===== src/rtl/msrr8_seq_ctrl.sv =====
// msrr8_seq_ctrl: command sequencer for the 8-bit multi-mode shift register.
// Each accepted command is expanded into the per-cycle sIn/mode/inz stream that
// the register consumes, followed by a one-cycle done pulse.
//
// Handshake: a command is transferred on a rising clk edge where
// cmd_valid & cmd_ready are both high. cmd_ready is high only in IDLE and
// only while Re is low. cmd_op/cmd_data/cmd_len are captured at that edge,
// and they are ignored at every other time.
module msrr8_seq_ctrl #(
   parameter int WIDTH = 8,
   parameter int LEN_W = 4
) (
   input  logic             clk,
   input  logic             Re,
   input  logic             cmd_valid,
   output logic             cmd_ready,
   input  logic [1:0]       cmd_op,
   input  logic [WIDTH-1:0] cmd_data,
   input  logic [LEN_W-1:0] cmd_len,
   output logic             sIn,
   output logic [1:0]       mode,
   output logic             inz,
   output logic             busy,
   output logic             done,
   output logic [1:0]       fsm_state
);

   typedef enum logic [1:0] {
      S_IDLE  = 2'd0,
      S_CLR   = 2'd1,
      S_SHIFT = 2'd2,
      S_DONE  = 2'd3
   } state_t;

   localparam logic [1:0] OP_CLEAR  = 2'b00;
   localparam logic [1:0] OP_LOAD_R = 2'b01;
   localparam logic [1:0] OP_LOAD_L = 2'b10;

   localparam logic [1:0] M_HOLD  = 2'b00;
   localparam logic [1:0] M_RIGHT = 2'b01;
   localparam logic [1:0] M_LEFT  = 2'b10;
   localparam logic [1:0] M_ROT   = 2'b11;

   // One extra bit so both WIDTH and the largest cmd_len fit.
   localparam logic [LEN_W:0] LOAD_COUNT = (LEN_W + 1)'(WIDTH);

   state_t           state;
   logic [WIDTH-1:0] shadow;  // bits still to be serialized
   logic [LEN_W:0]   cnt;     // drive cycles left, counting down to 1

   assign fsm_state = state;

   // Ready is combinational on Re so a command is never taken during reset.
   assign cmd_ready = (state == S_IDLE) & ~Re;

   // Sequencer FSM; every stream output is registered here.
   always_ff @(posedge clk) begin
      if (Re) begin
         state  <= S_IDLE;
         shadow <= '0;
         cnt    <= '0;
         sIn    <= 1'b0;
         mode   <= M_HOLD;
         inz    <= 1'b0;
         busy   <= 1'b0;
         done   <= 1'b0;
      end else begin
         case (state)
            S_IDLE: begin
               sIn  <= 1'b0;
               mode <= M_HOLD;
               inz  <= 1'b0;
               done <= 1'b0;
               busy <= 1'b0;
               if (cmd_valid) begin
                  busy <= 1'b1;
                  case (cmd_op)
                     OP_CLEAR: begin
                        state <= S_CLR;
                        inz   <= 1'b1;
                     end
                     OP_LOAD_R: begin
                        // LSB goes out first; the rest waits in the shadow.
                        state  <= S_SHIFT;
                        mode   <= M_RIGHT;
                        sIn    <= cmd_data[0];
                        shadow <= cmd_data >> 1;
                        cnt    <= LOAD_COUNT;
                     end
                     OP_LOAD_L: begin
                        // MSB goes out first.
                        state  <= S_SHIFT;
                        mode   <= M_LEFT;
                        sIn    <= cmd_data[WIDTH-1];
                        shadow <= cmd_data << 1;
                        cnt    <= LOAD_COUNT;
                     end
                     default: begin
                        // A zero-length rotate has nothing to drive.
                        if (cmd_len == '0) begin
                           state <= S_DONE;
                           done  <= 1'b1;
                        end else begin
                           state <= S_SHIFT;
                           mode  <= M_ROT;
                           cnt   <= {1'b0, cmd_len};
                        end
                     end
                  endcase
               end
            end

            S_CLR: begin
               state <= S_DONE;
               inz   <= 1'b0;
               done  <= 1'b1;
            end

            S_SHIFT: begin
               if (cnt == (LEN_W + 1)'(1)) begin
                  state <= S_DONE;
                  mode  <= M_HOLD;
                  sIn   <= 1'b0;
                  done  <= 1'b1;
               end else begin
                  cnt <= cnt - 1'b1;
                  case (mode)
                     M_RIGHT: begin
                        sIn    <= shadow[0];
                        shadow <= shadow >> 1;
                     end
                     M_LEFT: begin
                        sIn    <= shadow[WIDTH-1];
                        shadow <= shadow << 1;
                     end
                     default: sIn <= 1'b0;
                  endcase
               end
            end

            default: begin
               state <= S_IDLE;
               done  <= 1'b0;
               busy  <= 1'b0;
            end
         endcase
      end
   end

endmodule

===== config.mk =====
export PLATFORM = sky130hd
export DESIGN_NAME = msrr8_seq_ctrl
export DESIGN_NICKNAME = d
export VERILOG_FILES = /design/src/rtl/msrr8_seq_ctrl.sv
export SDC_FILE = /design/constraint.sdc
export NUM_CORES = 1
export LEC_CHECK = 0
export CELL_PAD_IN_SITES_DETAIL_PLACEMENT = 2
export CELL_PAD_IN_SITES_GLOBAL_PLACEMENT = 2
export CORE_MARGIN = 5
export CORE_UTILIZATION = 30
export CTS_CLUSTER_DIAMETER = 60
export DETAILED_ROUTE_END_ITERATION = 6
export GPL_TIMING_DRIVEN = 1
export PLACE_DENSITY = 0.75
export RECOVER_POWER = 100
export SYNTH_ARGS = -nofsm -noshare
export SYNTH_HDL_FRONTEND = slang
export SYNTH_SLANG_ARGS = --single-unit

===== constraint.sdc =====
create_clock -name clk -period 1.8 [get_ports clk]
set_input_delay 0.36 -clock clk [delete_from_list [all_inputs] [get_ports clk]]
set_output_delay 0.36 -clock clk [all_outputs]
set_load 0.005 [all_outputs]

* Yosys cells after proc, flatten, opt, wreduce, memory -nomap -nowiden
Index checks and enable logic that the tools add are counted.
W data, S select, Z words.
** Storage, ports and cells
- Bits in registers :: 21
- Input port bits :: 17
** Operators by class
- Bitwise operators :: 2
- Add/sub/neg operators :: 1
- Reductions and logical operators :: 12
- Muxes and demuxes :: 35
- Equal/unequal tests :: 14
** Operators by type and width (number)
- $pmux W8 S2 :: 3
- $pmux W5 S2 :: 2
- $mux W8 :: 2
- $mux W5 :: 3
- $pmux W2 S3 :: 2
- $mux W1 :: 10
- $mux W2 :: 5
- $pmux W1 S2 :: 5
- $reduce_and A5 Y1 :: 2
- $ne A2 B2 Y1 const B :: 4
- $pmux W2 S2 :: 2
- $eq A2 B1 Y1 const B :: 3
- $eq A2 B2 Y1 const B :: 3
- $ne A3 B3 Y1 const B :: 2
- $eq A5 B1 Y1 const B :: 1
- $sub A5 B1 Y5 const B :: 1
- $logic_not A2 Y1 :: 2
- $logic_not A4 Y1 :: 1
- $reduce_and A2 Y1 :: 2
- $reduce_bool A2 Y1 :: 2
- $reduce_or A2 Y1 :: 2
- $ne A3 B1 Y1 const B :: 1
- $pmux W1 S3 :: 1
- $reduce_or A3 Y1 :: 1
- 2 further kinds :: 2

* Logic depth before layout (Yosys ltp)
Gate-level depths: netlist of run 1.
- Depth after elaboration :: 5
- Depth in mapped cells :: 8

* Worst setup path after synthesis of run 1
OpenSTA, ideal clock, no wires.
- Kind :: register to register
- From :: register state[0] (netlist: fsm_state[0])
- To :: register shadow[7]
- Data arrival time :: 1.603 ns
- Stages on the path, launching flop included :: 8
- Path buffers :: 2
- Library setup time :: 0.091 ns
- Setup slack :: 0.106 ns
- Required time :: 1.709 ns
- Path through :: dfxtp_1 -> inv_1 -> ha_1 -> buf_2 -> clkbuf_1 -> o21ai_1 -> a21oi_1 -> a311oi_1
** Between the ends
- Cells in the longest elaborated chain, start to end :: 3
** Ends and longest elaborated chain
- from (decl) :: line 47 : state_t state;
- from (signal assigned) :: line 59 : state <= S_IDLE;
- from (signal assigned) :: line 79 : state <= S_CLR;
- from (signal assigned) :: line 84 : state <= S_SHIFT;
- $eq A2 B2 Y1 / $logic_not A2 Y1 (equally long branches) :: line 68 : case (state)
- $ne A3 B3 Y1 (no line), or another cell as far along
- $reduce_and A5 Y1 (no line)
- to (signal assigned) :: line 87 : shadow <= cmd_data >> 1;
- to (signal assigned) :: line 95 : shadow <= cmd_data << 1;
- to (signal assigned) :: line 130 : shadow <= shadow >> 1;
- to (decl) :: line 48 : logic [WIDTH-1:0] shadow;
Several ways; a longest one is shown, not always the timed one.
A chain may end at the register's enable or synchronous reset.

* Worst setup path in the final report of run 1
- From :: input cmd_len[1]
- To :: register mode[1]
** Between the ends
- Cells in the longest elaborated chain, start to end :: 5
** Ends and longest elaborated chain
- from (decl) :: line 19 : input logic [LEN_W-1:0] cmd_len,
- $logic_not A4 Y1 :: line 100 : if (cmd_len == '0) begin
- $mux W2 :: line 100
- $pmux W2 S3 :: line 77 : case (cmd_op)
- $mux W2 :: line 75 : if (cmd_valid) begin
- $pmux W2 S2 :: line 68
- to (signal assigned) :: line 71 : mode <= M_HOLD;
- to (signal assigned) :: line 85 : mode <= M_RIGHT;
- to (signal assigned) :: line 105 : mode <= M_ROT;
- to (decl) :: line 21 : output logic [1:0] mode,
No other way between the ends.

==> metrics, run 1 <==
sum of overflow across all layers after global routing 0; final weighted congestion in routability-driven placement 0.8748; global routing usage summed across all routing layers about a fifth; delay contributed by the slowest stage of the critical path 530 ps; Critical Path Fanout Max 3; pins over their slew limit 0; Post-Place Setup Slack -422.2 ps; number of clock buffers inserted by TritonCTS 3; number of global-route vias before repair 1869; met2 wirelength from detailed routing 3146 microns; Worst Slack Setup Final approximately 26 ps; number of enable-type register cells in the synthesized netlist 0; critical path start-end classification in -> reg; top cells by count, synth 21 x sky130_fd_sc_hd__dfxtp_1, 17 x sky130_fd_sc_hd__a21oi_1, 16 x sky130_fd_sc_hd__nand2_1, 13 x sky130_fd_sc_hd__ha_1, 13 x sky130_fd_sc_hd__nor2_1; leakage power roughly 0.86 nW; Die Y-Extent 80.42 microns; top cells by area, synth sky130_fd_sc_hd__dfxtp_1 28%, sky130_fd_sc_hd__ha_1 11%, sky130_fd_sc_hd__mux2i_1 8.1%; number of buffer and inverter instances along the worst setup path 2; power per unit of standard cell area 1413 nW/um^2; clock root buffer sky130_fd_sc_hd__clkbuf_8; worst hold margin just over 500 ps; TritonCTS clock tree yes; highest attainable clock frequency 563.8 MHz; post-synthesis instance total 186; area delta synth->final 43.15%; global-route wire length before repair 9784 microns; PortBufs 25; full die area roughly 6500 sq um; syn_area_per_cell about 8 sq um; Antenna diodes 0; CP max stage cell sky130_fd_sc_hd__or4_4; width of the die 80.42 microns; fraction of layout instances using a drive strength above 1 about a quarter; data arrival time of the worst path just under 2000 ps; DRT met1 WL between 2000 and 3000 microns; post-layout min period ~1800 ps; predominant post-synthesis flop cell sky130_fd_sc_hd__dfxtp_1; count of H-tree levels built during CTS 1; relative slew slack between 70% and 80%; Final Total Pwr 0.003009 W; met3 wire length between 150 and 200 microns; sort of element at the end of the critical path flop; HPWL after detailed placement between 4000 and 5000 microns; number of nets in the final layout approximately 270; IR drop worst, VDD between 0.0004 and 0.0005 V; area of all sequential standard cells roughly 420 sq um; row count 25; maximum buffer depth of the clock tree 2; Hold WC Path Type reg -> reg; maximum number of pins on one net before global-route repair 15; startpoint type of the worst setup path input pin; count of hold-fix buffers inserted at cts 0; starting utilization of the core area between 30 and 40%; Final Routed Wirelength ~6100 microns; Async S/R FF share, synth 0%; proportion of synthesized chip area in sequential cells between 20% and 30%; run status complete, no violations; final design area excluding fillers between 2000 and 2500 sq um; average detailed-routed wire length per instance around 20 microns; ANT nets after route 0; Setup Skew around 1.3 ps; highest routed layer met4; actual transition at the worst max-transition pin around 370 ps; max-capacitance violation count 0; Vias/cell roughly 5.5; required time reported for the critical path endpoint around 2000 ps; Syn Nets roughly 220; cell accounting for the most synthesized area sky130_fd_sc_hd__dfxtp_1; setup violators final 0; Yosys cell types 39; proportion of netlist area held by the largest area contributor 28.26%; standard cell area after detailed placement roughly 2000 sq um; Clock Sinks 21; family with the most delay on the worst path simple AND/OR/NAND/NOR gates; via count of the routed design approximately 1700; Core Area about 4800 sq um; drt pass-1 iters 4; Final Cycle Share approximately 99%; post-layout utilization of the core ~45%; #FFs+latches synth 21; Filler Cells Inserted around 550; cell with the most instances after synthesis sky130_fd_sc_hd__dfxtp_1; total count of hold-check failures in the final report 0; multi-input logic area around 1100 sq um; ports placed on the boundary 26; antenna violations before repair 0; Reg clk slew, reported paths 90 ps; number of design rule violations left after detail routing 0; clock latency on the worst-skew pair 260 ps; first-iteration detailed-routing DRC count 100; Critical Path, Cell by Cell clkdlybuf4s50_1, nor3_1, buf_4, and3b_1, or4_4, o2bb2ai_2; Netlist Area Pre-Place about 1500 sq um; count of synthesis-stage warnings from yosys 0
## sequential cells by signal, summed over array words and instances (netlist names)
register,cells
done,1
cnt,5
mode,2
sIn,1
busy,1
fsm_state,2
inz,1
shadow,8
## final timing paths
| check | cells after the start | slack (ps) | startpoint | to |
|---|---|---|---|---|
| worst max-delay path | 6 | 30 | cmd_len[1] | mode[1] |
| worst min-delay path | 2 | 500 | done | done |
| worst max register to register | 5 | 50 | fsm_state[1] | mode[1] |
| worst min register to register | 2 | 500 | done | done |
## power by group
part	total (W)	internal, W	switching, W
Sequential	0.000777	0.000632	0.000145
Clock	0.000328	0.000155	0.000173
Combinational	0.00190	0.000812	0.00109
Total	0.00301	0.00160	0.00141
## stage by stage
step	TNS (ps)	instances
floorplan	0	186
CTS	0	303
finish	0	304
global placement	-4560	299
detailed placement	-6215	299
global route	-19.93	304
## kinds of logic after synthesis
group,Yosys count,synth area share [%]
AND/OR/NAND/NOR,66,23.72
multiplexers,12,8.074
buffers and inverters,21,5.382
AO/OA/AOI/OAI,53,23.63
adder cells (fa/ha/maj),13,10.93
flip-flops,21,28.26
## placed cells by master, fill, tap and decap left out, types with 2 or more instances in the layout
master / synthesis / routed
sky130_fd_sc_hd__buf_4: 0 / 30
sky130_fd_sc_hd__dfxtp_1: 21 / 20
sky130_fd_sc_hd__a21oi_1: 17 / 17
sky130_fd_sc_hd__nand2_1: 16 / 16
sky130_fd_sc_hd__clkdlybuf4s50_1: 0 / 15
sky130_fd_sc_hd__nor2_1: 13 / 12
sky130_fd_sc_hd__mux2i_1: 12 / 12
sky130_fd_sc_hd__nand4_1: 11 / 11
sky130_fd_sc_hd__ha_1: 13 / 11
sky130_fd_sc_hd__inv_1: 12 / 10
sky130_fd_sc_hd__o21ai_0: 8 / 8
sky130_fd_sc_hd__nor3_1: 7 / 7
sky130_fd_sc_hd__dlygate4sd3_1: 0 / 7
sky130_fd_sc_hd__a31oi_1: 4 / 4
sky130_fd_sc_hd__o2bb2ai_1: 6 / 4
sky130_fd_sc_hd__inv_2: 0 / 3
sky130_fd_sc_hd__clkbuf_8: 0 / 3
sky130_fd_sc_hd__dlygate4sd2_1: 0 / 3
sky130_fd_sc_hd__nand2b_1: 2 / 2
sky130_fd_sc_hd__nor4_1: 3 / 2
sky130_fd_sc_hd__nor2b_1: 2 / 2
sky130_fd_sc_hd__nand3b_1: 2 / 2
sky130_fd_sc_hd__o41ai_1: 4 / 2
sky130_fd_sc_hd__o2bb2ai_2: 0 / 2
sky130_fd_sc_hd__and3_1: 3 / 2
sky130_fd_sc_hd__a22oi_1: 2 / 2
sky130_fd_sc_hd__o41ai_2: 0 / 2
## timing repair
action,4_1_cts,5_1_grt
setup buffers,0,1
gates resized for setup,13,9
endpoints found under the setup margin,17,16
pin swaps,0,1
## layout make-up
cell class	count	area share [%]
Clock inverter	1	0.2350
Sequential cell	21	19.80
Clock buffer	3	1.939
Multi-Input combinational cell	144	49.65
Tap cell	67	3.937
Timing Repair Buffer	55	22.15
Inverter	13	2.291
## metal layers
metal | vias to the layer above | track usage [%]
met3 | 4 | 2.578
met4 | 0 | 3.547
met5 | - | 0
met2 | 32 | 34.69
met1 | 855 | 25.15
li1 | 796 | -
## worst min-delay path: stages, from the launching register on
cell and delay, ps:
sky130_fd_sc_hd__dfxtp_1 320, sky130_fd_sc_hd__nand3b_1 80, sky130_fd_sc_hd__o41ai_1 60
(Power assumes the default switching activity.)
==> inputs of run 2 (changes only) <==
--- a/config.mk
+++ b/config.mk
@@ -9,7 +9,6 @@
 export CELL_PAD_IN_SITES_GLOBAL_PLACEMENT = 2
 export CORE_MARGIN = 5
 export CORE_UTILIZATION = 30
-export CTS_CLUSTER_DIAMETER = 60
 export DETAILED_ROUTE_END_ITERATION = 6
 export GPL_TIMING_DRIVEN = 1
 export PLACE_DENSITY = 0.75
==> results of run 2 <==
No change in the layout: final DEF, timing and power equal those of run 1.
